$ cat config.mk
export PLATFORM = sky130hd
export DESIGN_NAME = dht11_responder_flat
export DESIGN_NICKNAME = d
export VERILOG_FILES = /design/src/rtl/dht11_responder_if.sv /design/src/rtl/dht11_responder.sv /design/src/flat_wrapper.sv
export SDC_FILE = /design/constraint.sdc
export NUM_CORES = 1
export LEC_CHECK = 0
export ABC_CLOCK_PERIOD_IN_PS = 12000
export CAP_MARGIN = 20
export CELL_PAD_IN_SITES_DETAIL_PLACEMENT = 0
export CELL_PAD_IN_SITES_GLOBAL_PLACEMENT = 1
export CORE_MARGIN = 2
export CORE_UTILIZATION = 50
export DETAILED_ROUTE_END_ITERATION = 8
export PLACE_DENSITY_LB_ADDON = 0.1
export SLEW_MARGIN = 20
export SYNTH_ARGS = -nofsm -noshare
export SYNTH_HDL_FRONTEND = slang
export SYNTH_SLANG_ARGS = --single-unit
$ cat constraint.sdc
create_clock -name clk -period 12 [get_ports clk]
set_clock_uncertainty 0.2 [all_clocks]
set_input_delay 3.6 -clock clk [delete_from_list [all_inputs] [get_ports clk]]
set_output_delay 3.6 -clock clk [all_outputs]
set_load 0.05 [all_outputs]
$ cat src/rtl/dht11_responder_if.sv
// -----------------------------------------------------------------------------
// dht11_responder_if
//   Bundle of signals between a DHT11 sensor emulator and its surroundings.
//   The pad and the data bytes are on one side, and the status outputs of the
//   responder are on the other side.
//
//   Signals:
//     dht_in           sampled level of the data line (pad input)
//     dht_drive_low    1 = pull the line low, 0 = release (pull-up)
//     hum_int/hum_dec  humidity bytes offered for transmission
//     temp_int/temp_dec temperature bytes offered for transmission
//     busy             responder is acknowledging / sending a frame
//     frame_done       one-clk pulse when the end-of-frame low is released
//     corrupt_checksum (only with DHT_CHECKSUM_ERR_EN) flip checksum bit 0
//
//   Modports: master = host/pad/data side, slave = responder.
//   Optional macro: DHT_CHECKSUM_ERR_EN
// -----------------------------------------------------------------------------
interface dht11_responder_if;
  logic       dht_in;
  logic       dht_drive_low;
  logic [7:0] hum_int;
  logic [7:0] hum_dec;
  logic [7:0] temp_int;
  logic [7:0] temp_dec;
  logic       busy;
  logic       frame_done;

`ifdef DHT_CHECKSUM_ERR_EN
  logic       corrupt_checksum;

  modport master (
    output dht_in, hum_int, hum_dec, temp_int, temp_dec, corrupt_checksum,
    input  dht_drive_low, busy, frame_done
  );

  modport slave (
    input  dht_in, hum_int, hum_dec, temp_int, temp_dec, corrupt_checksum,
    output dht_drive_low, busy, frame_done
  );
`else
  modport master (
    output dht_in, hum_int, hum_dec, temp_int, temp_dec,
    input  dht_drive_low, busy, frame_done
  );

  modport slave (
    input  dht_in, hum_int, hum_dec, temp_int, temp_dec,
    output dht_drive_low, busy, frame_done
  );
`endif
endinterface

$ cat src/rtl/dht11_responder.sv
// -----------------------------------------------------------------------------
// dht11_responder
//   Sensor-side emulation of the DHT11 single-wire protocol. The block waits
//   for a long host low on the data line. After the host releases the line, it
//   acknowledges with 80 us low / 80 us high. It then sends a 40-bit frame
//   {hum_int, hum_dec, temp_int, temp_dec, checksum} MSB first. Each bit is a
//   50 us low followed by a 26 us (0) or 70 us (1) high. The frame ends with a
//   50 us low. All timing is counted in tick_us pulses.
//
//   Ports:
//     clk      system clock
//     rst_n    asynchronous active-low reset (releases the line immediately)
//     tick_us  one-clk pulse every microsecond, the only time base
//     dht      dht11_responder_if.slave (pad level, drive, data bytes, status)
//
//   Optional macro: DHT_CHECKSUM_ERR_EN adds dht.corrupt_checksum. It is
//   sampled with the data snapshot and inverts bit 0 of the sent checksum.
// -----------------------------------------------------------------------------
module dht11_responder #(
  parameter int START_MIN_US  = 18000,
  parameter int RESP_DELAY_US = 30,
  parameter int ACK_US        = 80,
  parameter int BIT_LOW_US    = 50,
  parameter int BIT0_HIGH_US  = 26,
  parameter int BIT1_HIGH_US  = 70
) (
  input  logic             clk,
  input  logic             rst_n,
  input  logic             tick_us,
  dht11_responder_if.slave dht
);

  typedef enum logic [2:0] {
    S_IDLE,
    S_HOST_LOW,
    S_RESP_DELAY,
    S_ACK_LOW,
    S_ACK_HIGH,
    S_BIT_LOW,
    S_BIT_HIGH,
    S_END_LOW
  } state_t;

  localparam logic [14:0] CNT_MAX    = '1;
  localparam logic [14:0] START_LEN  = 15'(START_MIN_US);
  localparam logic [14:0] RESP_LEN   = 15'(RESP_DELAY_US);
  localparam logic [14:0] ACK_LEN    = 15'(ACK_US);
  localparam logic [14:0] LOW_LEN    = 15'(BIT_LOW_US);
  localparam logic [14:0] HIGH0_LEN  = 15'(BIT0_HIGH_US);
  localparam logic [14:0] HIGH1_LEN  = 15'(BIT1_HIGH_US);
  localparam logic [5:0]  LAST_BIT   = 6'd39;

  state_t      state_q, state_d;
  logic        sync1_q, sync2_q, line_q;
  logic        line_fall, line_rise;
  logic [14:0] dur_q, dur_inc, phase_len;
  logic        phase_done;
  logic [39:0] shift_q;
  logic [5:0]  bit_cnt_q;
  logic [7:0]  checksum;
  logic        load_snapshot, shift_bit;
  logic        drive_d, drive_q;
  logic        busy_d, busy_q;
  logic        done_d, done_q;

  // ---------------------------------------------------------------------------
  // Line synchronizer and edge detect. The flops reset to 1 (idle pull-up
  // level), so no falling edge appears when reset is released.
  // ---------------------------------------------------------------------------
  // NOTE: clocked state is updated with non-blocking assignments so every
  // flop samples the pre-edge value of its neighbour (a real shift chain).
  always_ff @(posedge clk or negedge rst_n) begin
    if (!rst_n) begin
      sync1_q <= 1'b1;
      sync2_q <= 1'b1;
      line_q  <= 1'b1;
    end else begin
      sync1_q <= dht.dht_in;
      sync2_q <= sync1_q;
      line_q  <= sync2_q;
    end
  end

  assign line_fall =  line_q & ~sync2_q;
  assign line_rise = ~line_q &  sync2_q;

  // ---------------------------------------------------------------------------
  // Saturating microsecond counter, cleared on every state change.
  // dur_inc already includes the tick of the current cycle. This lets a phase
  // end on the clk edge that registers its Nth tick.
  // ---------------------------------------------------------------------------
  assign dur_inc = (tick_us && (dur_q != CNT_MAX)) ? dur_q + 15'd1 : dur_q;

  always_ff @(posedge clk or negedge rst_n) begin
    if (!rst_n) begin
      dur_q <= '0;
    end else if (state_d != state_q) begin
      dur_q <= '0;
    end else begin
      dur_q <= dur_inc;
    end
  end

  always_comb begin
    unique case (state_q)
      S_RESP_DELAY: phase_len = RESP_LEN;
      S_ACK_LOW,
      S_ACK_HIGH:   phase_len = ACK_LEN;
      S_BIT_LOW,
      S_END_LOW:    phase_len = LOW_LEN;
      S_BIT_HIGH:   phase_len = shift_q[39] ? HIGH1_LEN : HIGH0_LEN;
      default:      phase_len = CNT_MAX;
    endcase
  end

  assign phase_done = (dur_inc >= phase_len);

  // ---------------------------------------------------------------------------
  // State register
  // ---------------------------------------------------------------------------
  always_ff @(posedge clk or negedge rst_n) begin
    if (!rst_n) begin
      state_q <= S_IDLE;
    end else begin
      state_q <= state_d;
    end
  end

  // ---------------------------------------------------------------------------
  // Next state and next-cycle outputs. From ACK_LOW through END_LOW the line
  // is never looked at, so host activity cannot disturb a frame in flight.
  // ---------------------------------------------------------------------------
  // NOTE: every signal gets a default before the case statement. A path that
  // leaves one unassigned would otherwise infer a latch.
  always_comb begin
    state_d       = state_q;
    load_snapshot = 1'b0;
    shift_bit     = 1'b0;
    done_d        = 1'b0;

    unique case (state_q)
      S_IDLE: begin
        if (line_fall) state_d = S_HOST_LOW;
      end
      S_HOST_LOW: begin
        if (line_rise) begin
          if (dur_inc >= START_LEN) begin
            state_d       = S_RESP_DELAY;
            load_snapshot = 1'b1;
          end else begin
            state_d = S_IDLE;
          end
        end
      end
      S_RESP_DELAY: if (phase_done) state_d = S_ACK_LOW;
      S_ACK_LOW:    if (phase_done) state_d = S_ACK_HIGH;
      S_ACK_HIGH:   if (phase_done) state_d = S_BIT_LOW;
      S_BIT_LOW:    if (phase_done) state_d = S_BIT_HIGH;
      S_BIT_HIGH: begin
        if (phase_done) begin
          shift_bit = 1'b1;
          state_d   = (bit_cnt_q == LAST_BIT) ? S_END_LOW : S_BIT_LOW;
        end
      end
      S_END_LOW: begin
        if (phase_done) begin
          state_d = S_IDLE;
          done_d  = 1'b1;
        end
      end
      default: state_d = S_IDLE;
    endcase

    // Outputs are computed from the next state and then registered. This
    // keeps the pad drive glitch-free and aligned with the state change.
    drive_d = (state_d == S_ACK_LOW) || (state_d == S_BIT_LOW) ||
              (state_d == S_END_LOW);
    busy_d  = (state_d == S_ACK_LOW)  || (state_d == S_ACK_HIGH) ||
              (state_d == S_BIT_LOW)  || (state_d == S_BIT_HIGH) ||
              (state_d == S_END_LOW);
  end

  always_ff @(posedge clk or negedge rst_n) begin
    if (!rst_n) begin
      drive_q <= 1'b0;
      busy_q  <= 1'b0;
      done_q  <= 1'b0;
    end else begin
      drive_q <= drive_d;
      busy_q  <= busy_d;
      done_q  <= done_d;
    end
  end

  // ---------------------------------------------------------------------------
  // Snapshot / shift register. The data bytes may change at any time. Only
  // the copy taken when the start request is accepted is ever transmitted.
  // ---------------------------------------------------------------------------
`ifdef DHT_CHECKSUM_ERR_EN
  assign checksum = (dht.hum_int + dht.hum_dec + dht.temp_int + dht.temp_dec)
                    ^ {7'd0, dht.corrupt_checksum};
`else
  assign checksum = dht.hum_int + dht.hum_dec + dht.temp_int + dht.temp_dec;
`endif

  // NOTE: this is a 40-bit register, not a memory array, so it is reset like
  // any other flop to give a defined state out of reset.
  always_ff @(posedge clk or negedge rst_n) begin
    if (!rst_n) begin
      shift_q   <= '0;
      bit_cnt_q <= '0;
    end else if (load_snapshot) begin
      shift_q   <= {dht.hum_int, dht.hum_dec, dht.temp_int, dht.temp_dec, checksum};
      bit_cnt_q <= '0;
    end else if (shift_bit) begin
      shift_q   <= {shift_q[38:0], 1'b0};
      bit_cnt_q <= bit_cnt_q + 6'd1;
    end
  end

  assign dht.dht_drive_low = drive_q;
  assign dht.busy          = busy_q;
  assign dht.frame_done    = done_q;

endmodule

$ cat src/flat_wrapper.sv
// flat-port wrapper written by rule: the top's interface ports become plain ports
module dht11_responder_flat 
#(
  parameter int START_MIN_US  = 18000,
  parameter int RESP_DELAY_US = 30,
  parameter int ACK_US        = 80,
  parameter int BIT_LOW_US    = 50,
  parameter int BIT0_HIGH_US  = 26,
  parameter int BIT1_HIGH_US  = 70
)
  (clk, rst_n, tick_us, dht_dht_in, dht_hum_int, dht_hum_dec, dht_temp_int, dht_temp_dec, dht_dht_drive_low, dht_busy, dht_frame_done);
  dht11_responder_if dht_i ();
  input  logic clk;
  input  logic rst_n;
  input  logic tick_us;
  input wire logic [$bits(dht_i.dht_in)-1:0] dht_dht_in;
  input wire logic [$bits(dht_i.hum_int)-1:0] dht_hum_int;
  input wire logic [$bits(dht_i.hum_dec)-1:0] dht_hum_dec;
  input wire logic [$bits(dht_i.temp_int)-1:0] dht_temp_int;
  input wire logic [$bits(dht_i.temp_dec)-1:0] dht_temp_dec;
  output wire logic [$bits(dht_i.dht_drive_low)-1:0] dht_dht_drive_low;
  output wire logic [$bits(dht_i.busy)-1:0] dht_busy;
  output wire logic [$bits(dht_i.frame_done)-1:0] dht_frame_done;
  assign dht_i.dht_in = dht_dht_in;
  assign dht_i.hum_int = dht_hum_int;
  assign dht_i.hum_dec = dht_hum_dec;
  assign dht_i.temp_int = dht_temp_int;
  assign dht_i.temp_dec = dht_temp_dec;
  assign dht_dht_drive_low = dht_i.dht_drive_low;
  assign dht_busy = dht_i.busy;
  assign dht_frame_done = dht_i.frame_done;
  dht11_responder #(.START_MIN_US(START_MIN_US), .RESP_DELAY_US(RESP_DELAY_US), .ACK_US(ACK_US), .BIT_LOW_US(BIT_LOW_US), .BIT0_HIGH_US(BIT0_HIGH_US), .BIT1_HIGH_US(BIT1_HIGH_US)) u_core (.clk(clk), .rst_n(rst_n), .tick_us(tick_us), .dht(dht_i));
endmodule
==> metrics, run 1 <==
post-synthesis cell area 4360 um^2; vias in the first global route 3242; core area 8590 um^2; net count of the mapped netlist 489; Max rail drop VDD 0.0688 mV; cts bufs inserted 9; worst setup path category in2reg; Post-layout nets 521; area overhead of the layout relative to synthesis 14.9%; result of the run complete, no violations; effective utilization at floorplan 50.7%; clock slew at reported path FFs 0.08 ns; Setup violations, final 0; Max-slew headroom 41.2%; total number of vias 3228; latest clock arrival within the worst-skew pair 0.35 ns; commonest cells in the netlist sky130_fd_sc_hd__dfrtp_1 (67), sky130_fd_sc_hd__a21o_1 (43), sky130_fd_sc_hd__a22o_1 (38); TritonCTS clock tree yes; largest buffer count on any clock path 2; number of port buffers 38; antenna violations before repair 0; count of hold buffers inserted by post-cts repair 0; most repeated cell in the gate-level netlist after synthesis sky130_fd_sc_hd__dfrtp_1; Synthesis Warnings 0; CP arrival 8.33 ns; crit path max fanout 42; count of endpoints failing hold in the final timing report 0; average wire per cell in the routed design 16.6 um; Min Clock Period, post-route 8.24 ns; part of the cycle the worst path needs 68.6%; post-detailed-route DRC marker count 0; share of synthesized flip-flops with an asynchronous set or reset 100%; wire length after detailed routing 9.31 mm; overall power consumption 554 uW; Max Fclk 121 MHz; Max Transition Viols Final 0; Detail Placement HPWL 6.66 mm; Critical Path End Type register; global-route total usage across every layer 21.3%; number of enable flip-flop cells after synthesis 0; worst slew pin tran 0.882 ns; count of unique library cells instantiated by Yosys 53; I/O pin count 39; number of inserted diodes 0; horizontal die dimension 97.3 um; global-route wire length before repair 16.0 mm; setup TNS 0 ns; Std-Cell Rows 34; power per cell area 111 nW/um^2; Die Y-Extent 97.3 um; H-tree depth reported by CTS 3; DR pass1 iterations 4; cells taking the most area after synthesis sky130_fd_sc_hd__dfrtp_1 (38%), sky130_fd_sc_hd__a22o_1 (7.6%), sky130_fd_sc_hd__a21o_1 (7.4%); area of the die 9480 um^2; count of buffers added by post-CTS timing repair for setup 0; Seq cells post-synth 70; clock tree root driver cell sky130_fd_sc_hd__clkbuf_8; quantity of gates resized following cts 0; Vias/cell 5.74; Critical Path RT 12.09 ns; maximum number of pins on one net before global-route repair 71; Static Leak 2.63 nW; post-synth top area share 38.5%; fraction of final layout cells with drive strength greater than 1 8.59%; unrepaired setup endpoints after global routing false; proportion of synthesized chip area in sequential cells 40.3%; total congestion overflow 0; initial DRC count 81; post-detailed-route count of antenna-violating nets 0; crit start category input port; mean instance size in the synthesized netlist 10.4 um^2; dominant cell type by area after synthesis sky130_fd_sc_hd__dfrtp_1; Filler Cell Count 753; Final GP Congestion 0.850; predominant post-synthesis flop cell sky130_fd_sc_hd__dfrtp_1; cell count after synthesis 417; clock sink count 70; Hold Path Class reg2reg; max capacitance violation total 0
==> per-layer routing <==
metal	global-route usage, %	wire length [um]	share of wire, %	up-vias
li1	-	-	-	1558
met1	29.5	4390	47	1600
met2	34.0	4490	48	60
met3	4.32	316	3.4	10
met4	6.73	122	1.3	0
met5	0	0	0	-
==> cell usage in the layout (no fill, tap or decap), types with 3 or more instances in the layout <==
cell / n
sky130_fd_sc_hd__dfrtp_1: 67
sky130_fd_sc_hd__a21o_1: 43
sky130_fd_sc_hd__a22o_1: 38
sky130_fd_sc_hd__clkdlybuf4s50_1: 37
sky130_fd_sc_hd__nand2_1: 26
sky130_fd_sc_hd__nor2_1: 26
sky130_fd_sc_hd__ha_1: 22
sky130_fd_sc_hd__inv_1: 21
sky130_fd_sc_hd__xnor2_1: 18
sky130_fd_sc_hd__nand3_1: 15
sky130_fd_sc_hd__fa_1: 14
sky130_fd_sc_hd__o21ai_0: 12
sky130_fd_sc_hd__a21oi_1: 11
sky130_fd_sc_hd__nand4_1: 10
sky130_fd_sc_hd__xor2_1: 10
sky130_fd_sc_hd__clkbuf_8: 10
sky130_fd_sc_hd__nor3_1: 7
sky130_fd_sc_hd__nand2b_1: 6
sky130_fd_sc_hd__a211oi_1: 4
sky130_fd_sc_hd__and2_1: 4
sky130_fd_sc_hd__buf_4: 4
sky130_fd_sc_hd__nor2b_1: 3
sky130_fd_sc_hd__dfstp_2: 3
==> cells by family after synthesis <==
logic type | Yosys count | share of synthesized area (%)
AOI/OAI and AO/OA | 126 | 22.6
and+or+nand+nor | 111 | 13.0
DFF | 70 | 40.3
buffers and inverters | 43 | 5.00
adders and majority gates | 36 | 12.8
xor gates and xnor gates | 28 | 5.63
muxes | 3 | 0.747
==> worst max-delay path, stage by stage <==
cell and delay, ns:
sky130_fd_sc_hd__clkdlybuf4s50_1 0.56, sky130_fd_sc_hd__nand4_1 0.21, sky130_fd_sc_hd__nor3_1 0.41, sky130_fd_sc_hd__nand4_1 0.17
sky130_fd_sc_hd__xor2_1 0.28, sky130_fd_sc_hd__inv_1 0.08, sky130_fd_sc_hd__ha_1 0.30, sky130_fd_sc_hd__a211oi_1 0.21
sky130_fd_sc_hd__nor2_1 0.08, sky130_fd_sc_hd__a2111o_1 0.43, sky130_fd_sc_hd__a311oi_4 0.63, sky130_fd_sc_hd__nor2_4 0.03
sky130_fd_sc_hd__buf_4 0.28, sky130_fd_sc_hd__nor2_2 0.43, sky130_fd_sc_hd__buf_4 0.39, sky130_fd_sc_hd__mux2_2 0.21
==> metrics by stage <==
| step | std cells | worst slack (ns) | utilization (%) | hold WS, ns | instance area [um^2] |
|---|---|---|---|---|---|
| after floorplan | 417 | 5.36 | - | 0.145 | 4360 |
| after global placement | 545 | 3.57 | 55.5 | 0.150 | 4770 |
| after detailed placement | 545 | 3.47 | 55.5 | 0.150 | 4770 |
| after CTS | 561 | 3.83 | 57.9 | 0.163 | 4980 |
| after global routing | 562 | 3.47 | 58.2 | 0.168 | 5000 |
| final | 562 | 3.76 | 58.2 | 0.161 | 5000 |
==> flip-flops by register name, indices dropped and copies added, names as in the netlist <==
signal,count
u_core.bit_cnt_q,6
u_core.shift_q,40
u_core.dur_q,15
u_core.state_q,3
u_core.dht.busy,1
u_core.sync1_q,1
u_core.line_q,1
u_core.dht.frame_done,1
u_core.dht.dht_drive_low,1
u_core.sync2_q,1
==> final cells by class <==
type | instances | area [um^2] | share of cell area, %
multi-input cells | 304 | 2400 | 47.9
flip-flops and latches | 70 | 1760 | 35.1
repair buffers | 43 | 433 | 8.65
clock buffers | 10 | 138 | 2.75
well taps | 108 | 135 | 2.70
inverters | 21 | 78.8 | 1.57
clock inverters | 6 | 68.8 | 1.38
==> worst paths after layout <==
| check | endpoint | slack, ns | start | cells past startpoint |
|---|---|---|---|---|
| worst max-delay path | u_core.bit_cnt_q[0] | 3.76 | tick_us | 16 |
| worst min-delay path | u_core.sync2_q | 0.16 | u_core.sync1_q | 0 |
| worst max register to register | u_core.bit_cnt_q[0] | 6.75 | u_core.dur_q[4] | 15 |
| worst min register to register | u_core.sync2_q | 0.16 | u_core.sync1_q | 0 |
| max in group asynchronous | u_core.dur_q[8] | 7.78 | rst_n | 2 |
| min in group asynchronous | u_core.dht.frame_done | 3.25 | rst_n | 2 |
==> where the power goes <==
| part | total, mW | internal (mW) | switching (mW) |
|---|---|---|---|
| Sequential | 0.249 | 0.242 | 0.00753 |
| Combinational | 0.103 | 0.0508 | 0.0524 |
| Clock | 0.201 | 0.103 | 0.0981 |
| Total | 0.554 | 0.396 | 0.158 |
(Power assumes the default switching activity.)
==> inputs of run 2 (changes only) <==
--- a/config.mk
+++ b/config.mk
@@ -5,12 +5,12 @@
 export SDC_FILE = /design/constraint.sdc
 export NUM_CORES = 1
 export LEC_CHECK = 0
-export ABC_CLOCK_PERIOD_IN_PS = 12000
+export ABC_CLOCK_PERIOD_IN_PS = 7400
 export CAP_MARGIN = 20
 export CELL_PAD_IN_SITES_DETAIL_PLACEMENT = 0
 export CELL_PAD_IN_SITES_GLOBAL_PLACEMENT = 1
 export CORE_MARGIN = 2
-export CORE_UTILIZATION = 50
+export CORE_UTILIZATION = 42
 export DETAILED_ROUTE_END_ITERATION = 8
 export PLACE_DENSITY_LB_ADDON = 0.1
 export SLEW_MARGIN = 20
==> constraint.sdc (replaced) <==
create_clock -name clk -period 7.4 [get_ports clk]
set_clock_uncertainty 0.2 [all_clocks]
set_input_delay 2.22 -clock clk [delete_from_list [all_inputs] [get_ports clk]]
set_output_delay 2.22 -clock clk [all_outputs]
set_load 0.05 [all_outputs]
==> run 2 against run 1 <==
Flip-flop and latch count unchanged. Global-route usage decreased by 2.4 points. Hold slack about the same. Wire length increased by 5.7%. Count of clock-buffer cells in the layout unchanged. Clock power increased by 87%. Die area increased by 18%. Sequential share of layout area decreased by 0.37 points. Combinational power increased by 62%. Design area increased by 1.1%. Critical path type unchanged. Highest routed layer unchanged.
==> metrics, run 2 (synthesis results as in run 1) <==
result of the run complete, no violations; worst setup path category in2reg; crit start category input port; Detail Placement HPWL 7.00 mm; number of inserted diodes 0; TritonCTS clock tree yes; max capacitance violation total 0; final non-filler cell area 5060 um^2; Max rail drop VDD 0.136 mV; vias in the first global route 3168; average wire per cell in the routed design 16.7 um; part of the cycle the worst path needs 84.7%; first element of the critical path tick_us; commonest non-fill, non-tap cell in the layout sky130_fd_sc_hd__dfrtp_1; CP arrival 6.36 ns; count of endpoints failing hold in the final timing report 0; startpoint of the worst hold path u_core.sync1_q; R2R Path Start u_core.dur_q[4]; largest buffer count on any clock path 2; Vias/cell 5.42; commonest non-fill, non-tap cells in the layout sky130_fd_sc_hd__dfrtp_1 (67), sky130_fd_sc_hd__a21o_1 (43), sky130_fd_sc_hd__a22o_1 (38); count of buffers added by post-CTS timing repair for setup 0; maximum number of pins on one net before global-route repair 71; clock tree root driver cell sky130_fd_sc_hd__clkbuf_8; endpoint of the worst setup timing path u_core.shift_q[28]; post-detailed-placement cell area 4820 um^2; number of cells on the worst reg-to-reg path 15; I/O pin count 39; core area 10200 um^2; power per cell area 187 nW/um^2; Post-layout nets 522; cell count after placement 575; initial DRC count 152; number of cells on the worst hold path 0; clock slew at reported path FFs 0.07 ns; Max-slew headroom 39.8%; Std-Cell Rows 37; endpoint of the worst register-to-register path u_core.shift_q[28]; antenna violations before repair 0; register with the most flip-flops u_core.shift_q; DR pass1 iterations 4; Critical Path End Type register; area overhead of the layout relative to synthesis 16.1%; H-tree depth reported by CTS 3; clock sink count 70; Max Fclk 159 MHz; fin cells 591; Critical Path RT 7.49 ns; crit path max fanout 30; fraction of final layout cells with drive strength greater than 1 8.57%; Die Y-Extent 106 um; count of hold buffers inserted by post-cts repair 0; R2R Setup Slk 2.70 ns; quantity of gates resized following cts 0; Static Leak 2.64 nW; unrepaired setup endpoints after global routing false; post-detailed-route DRC marker count 0; final critical-path setup slack 1.13 ns; total number of vias 3205; Max Transition Viols Final 0; overall power consumption 947 uW; total congestion overflow 0; max FFs per register 40; wire length after detailed routing 9.84 mm; Setup violations, final 0; Min Clock Period, post-route 6.27 ns; worst slew pin tran 0.903 ns; latest clock arrival within the worst-skew pair 0.36 ns; horizontal die dimension 106 um; cts bufs inserted 9; registers with the most flip-flops u_core.shift_q: 40 flops, u_core.dur_q: 15 flops, u_core.bit_cnt_q: 6 flops; Final GP Congestion 0.837; setup TNS 0 ns; global-route wire length before repair 16.2 mm; post-placement setup slack 0.747 ns; Hold Path Class reg2reg; global-route total usage across every layer 18.9%; number of port buffers 38; post-detailed-route count of antenna-violating nets 0; area of the die 11200 um^2; effective utilization at floorplan 42.8%
run 2: how the worst min path moves through the flow:
stage,end,slack (ns)
after floorplan,u_core.sync2_q,0.15
after global placement,u_core.sync2_q,0.15
after detailed placement,u_core.sync2_q,0.15
after CTS,u_core.sync2_q,0.16
after global routing,u_core.sync2_q,0.17
final,u_core.sync2_q,0.16
run 2: layout make-up:
type                       count  area (um^2)
tap                          136          170
fill                         966         5130
inverter                      21         78.8
clock inverter                 6          110
sequential                    70         1760
timing repair buffer          44          420
multi-input combinational    304         2400
clock buffer                  10          128
run 2: worst max-delay path, cell delays in order:
cell and delay (ns):
sky130_fd_sc_hd__clkdlybuf4s50_1 0.56, sky130_fd_sc_hd__nand4_1 0.17, sky130_fd_sc_hd__nor3_1 0.42, sky130_fd_sc_hd__nand4_1 0.17, sky130_fd_sc_hd__xor2_1 0.27, sky130_fd_sc_hd__inv_1 0.08
sky130_fd_sc_hd__ha_1 0.29, sky130_fd_sc_hd__a211oi_1 0.21, sky130_fd_sc_hd__nor2_1 0.08, sky130_fd_sc_hd__a2111o_1 0.43, sky130_fd_sc_hd__a311oi_4 0.26, sky130_fd_sc_hd__buf_4 0.25
sky130_fd_sc_hd__nor2_4 0.05, sky130_fd_sc_hd__nor2_2 0.33, sky130_fd_sc_hd__buf_4 0.40, sky130_fd_sc_hd__a21o_1 0.17
run 2: layer usage:
layer	routed length, um	track usage, %
met1	4410	23.6
met4	91	4.51
met5	0	0
met3	494	5.57
met2	4850	32.4
run 2: metrics by stage:
stage                     utilization, %  hold WS [ns]
after floorplan                        -         0.145
after global placement              47.3         0.151
after detailed placement            47.3         0.149
after CTS                           49.7         0.165
after global routing                49.7         0.173
final                               49.7         0.160
run 2: power by group:
part	switching (mW)	internal, mW	leakage, nW
Sequential	0.0128	0.392	0.962
Clock	0.153	0.223	0.112
Combinational	0.0847	0.0819	1.57
==> inputs of run 3 (changes only) <==
--- a/config.mk
+++ b/config.mk
@@ -5,12 +5,12 @@
 export SDC_FILE = /design/constraint.sdc
 export NUM_CORES = 1
 export LEC_CHECK = 0
-export ABC_CLOCK_PERIOD_IN_PS = 7400
+export ABC_CLOCK_PERIOD_IN_PS = 6200
 export CAP_MARGIN = 20
 export CELL_PAD_IN_SITES_DETAIL_PLACEMENT = 0
 export CELL_PAD_IN_SITES_GLOBAL_PLACEMENT = 1
 export CORE_MARGIN = 2
-export CORE_UTILIZATION = 42
+export CORE_UTILIZATION = 46
 export DETAILED_ROUTE_END_ITERATION = 8
 export PLACE_DENSITY_LB_ADDON = 0.1
 export SLEW_MARGIN = 20
==> constraint.sdc (replaced) <==
create_clock -name clk -period 6.2 [get_ports clk]
set_clock_uncertainty 0.2 [all_clocks]
set_input_delay 1.86 -clock clk [delete_from_list [all_inputs] [get_ports clk]]
set_output_delay 1.86 -clock clk [all_outputs]
set_load 0.05 [all_outputs]
==> run 3 against run 2 <==
Hold slack got worse by 0.0022 ns. Count of clock-buffer cells in the layout rose by 1. Die area fell by 8.4%. Via count rose by 0.94%. Combinational power rose by 20%. Cell count fell by 2.9%. Critical path type unchanged. Critical endpoint is now u_core.shift_q[2]. Highest routed layer unchanged.
==> metrics, run 3 (synthesis results as in run 1) <==
Max-slew headroom 34.0%; latest clock arrival within the worst-skew pair 0.35 ns; number of port buffers 38; TritonCTS clock tree yes; area of the die 10300 um^2; maximum number of pins on one net before global-route repair 44; count of endpoints failing hold in the final timing report 0; DR pass1 iterations 4; total congestion overflow 0; fraction of final layout cells with drive strength greater than 1 10.4%; register with the most flip-flops u_core.shift_q; I/O pin count 39; horizontal die dimension 101 um; total number of vias 3235; sum of routed wire segments on met1 4.56 mm; startpoint of the worst hold path u_core.sync1_q; endpoint of the worst register-to-register path u_core.shift_q[2]; number of cells on the worst hold path 0; max FFs per register 40; Std-Cell Rows 35; power per cell area 215 nW/um^2; max capacitance violation total 0; crit path max fanout 42; cell count after placement 558; quantity of gates resized following cts 0; initial DRC count 130; H-tree depth reported by CTS 3; antenna violations before repair 0; crit start category input port; worst setup path category in2reg; clock slew at reported path FFs 0.09 ns; Critical Path End Type register; cts bufs inserted 9; wire length after detailed routing 9.64 mm; result of the run complete, no violations; top layer used by detailed routing met4; clock sink count 70; CP peak stage delay 0.77 ns; Hold Path Class reg2reg; global-route total usage across every layer 21.0%; post-detailed-route DRC marker count 0; Max Transition Viols Final 0; count of hold buffers inserted by post-cts repair 0; R2R Path Start u_core.dur_q[4]; Post-layout nets 530; Final GP Congestion 0.784; part of the cycle the worst path needs 93.0%; effective utilization at floorplan 47.4%; number of inserted diodes 0; Vias/cell 5.64; cells traversed along the worst timing path clkdlybuf4s50_1 > nand3_1 > or4_1 > mux2i_1 > inv_1 > ha_1 > nand4_1 > nor3_1 > nor2b_1 > a311oi_4 > nor2_4 > nor2_2 > buf_12 > a221o_1; Max Fclk 173 MHz; post-detailed-route count of antenna-violating nets 0; commonest non-fill, non-tap cell in the layout sky130_fd_sc_hd__dfrtp_1; crit path max-delay cell type sky130_fd_sc_hd__nor2_4; count of buffers added by post-CTS timing repair for setup 0; registers with the most flip-flops u_core.shift_q: 40 flops, u_core.dur_q: 15 flops, u_core.bit_cnt_q: 6 flops; vias in the first global route 3369; Min Clock Period, post-route 5.77 ns; Critical Path RT 6.24 ns; Setup violations, final 0; wire length on met2 4.67 mm; CP arrival 5.81 ns; met3 routed WL 309 um; setup TNS 0 ns; worst slew pin tran 0.987 ns; Finished Core Util 55.2%; Die Y-Extent 101 um; commonest non-fill, non-tap cells in the layout sky130_fd_sc_hd__dfrtp_1 (67), sky130_fd_sc_hd__a21o_1 (43), sky130_fd_sc_hd__a22o_1 (38); Detail Placement HPWL 7.12 mm; overall power consumption 1.09 mW; global-route wire length before repair 16.8 mm; Max rail drop VDD 0.120 mV; number of cells on the worst reg-to-reg path 15; largest buffer count on any clock path 2; Static Leak 2.68 nW; R2R Setup Slk 1.30 ns; end point of the worst hold path u_core.sync2_q; unrepaired setup endpoints after global routing false; average wire per cell in the routed design 16.8 um; clock tree root driver cell sky130_fd_sc_hd__clkbuf_8; area overhead of the layout relative to synthesis 16.6%; core area 9200 um^2; fin cells 574
run 3: changes by cell type in the layout (fill, tap and decap cells not counted), sizes merged:
cell      change
clkbuf        +1
bufinv        -2
inv           +2
buf           +8
clkinvlp      -1
run 3: how the worst max path moves through the flow:
stage / start / to / slack [ns] / depth (start not counted)
global route: tick_us / u_core.shift_q[2] / 0.05 / 16
floorplan: tick_us / u_core.shift_q[2] / 1.30 / 12
CTS: tick_us / u_core.shift_q[2] / 0.46 / 14
detailed placement: tick_us / u_core.shift_q[2] / 0.09 / 14
finish: tick_us / u_core.shift_q[2] / 0.43 / 14
global placement: tick_us / u_core.shift_q[2] / 0.17 / 16
run 3: critical path, delay by kind of cell:
kind	cells	cell delay, ns
adder cells (fa/ha/maj)	1	0.29
multiplexers	1	0.22
AO/OA/AOI/OAI	2	0.44
buffers and inverters	3	0.77
AND/OR/NAND/NOR	7	2.21
run 3: area by class of cell:
class	instances	area, um^2
clock inverter	5	63.8
multi-input combinational	304	2400
inverter	21	78.8
sequential	70	1760
fill	854	4120
clock buffer	11	151
timing repair buffer	52	495
tap	111	139
run 3: stage by stage:
step | setup WS, ns | instance area [um^2] | hold WS (ns)
2_1_floorplan | 1.30 | 4360 | 0.145
3_3_place_gp | 0.173 | 4860 | 0.148
3_5_place_dp | 0.0947 | 4860 | 0.147
4_1_cts | 0.464 | 5080 | 0.160
5_1_grt | 0.0493 | 5080 | 0.171
6_report | 0.433 | 5080 | 0.158
run 3: report_power, final:
group | internal, mW | switching [mW] | total (mW)
registers | 0.468 | 0.0145 | 0.482
clock network | 0.212 | 0.195 | 0.407
logic | 0.0982 | 0.102 | 0.200
run 3: routing by layer:
layer	vias up	GRT usage [%]
li1	1581	-
met1	1587	28.4
met2	59	34.7
met3	8	4.14
met4	0	5.82
met5	-	0
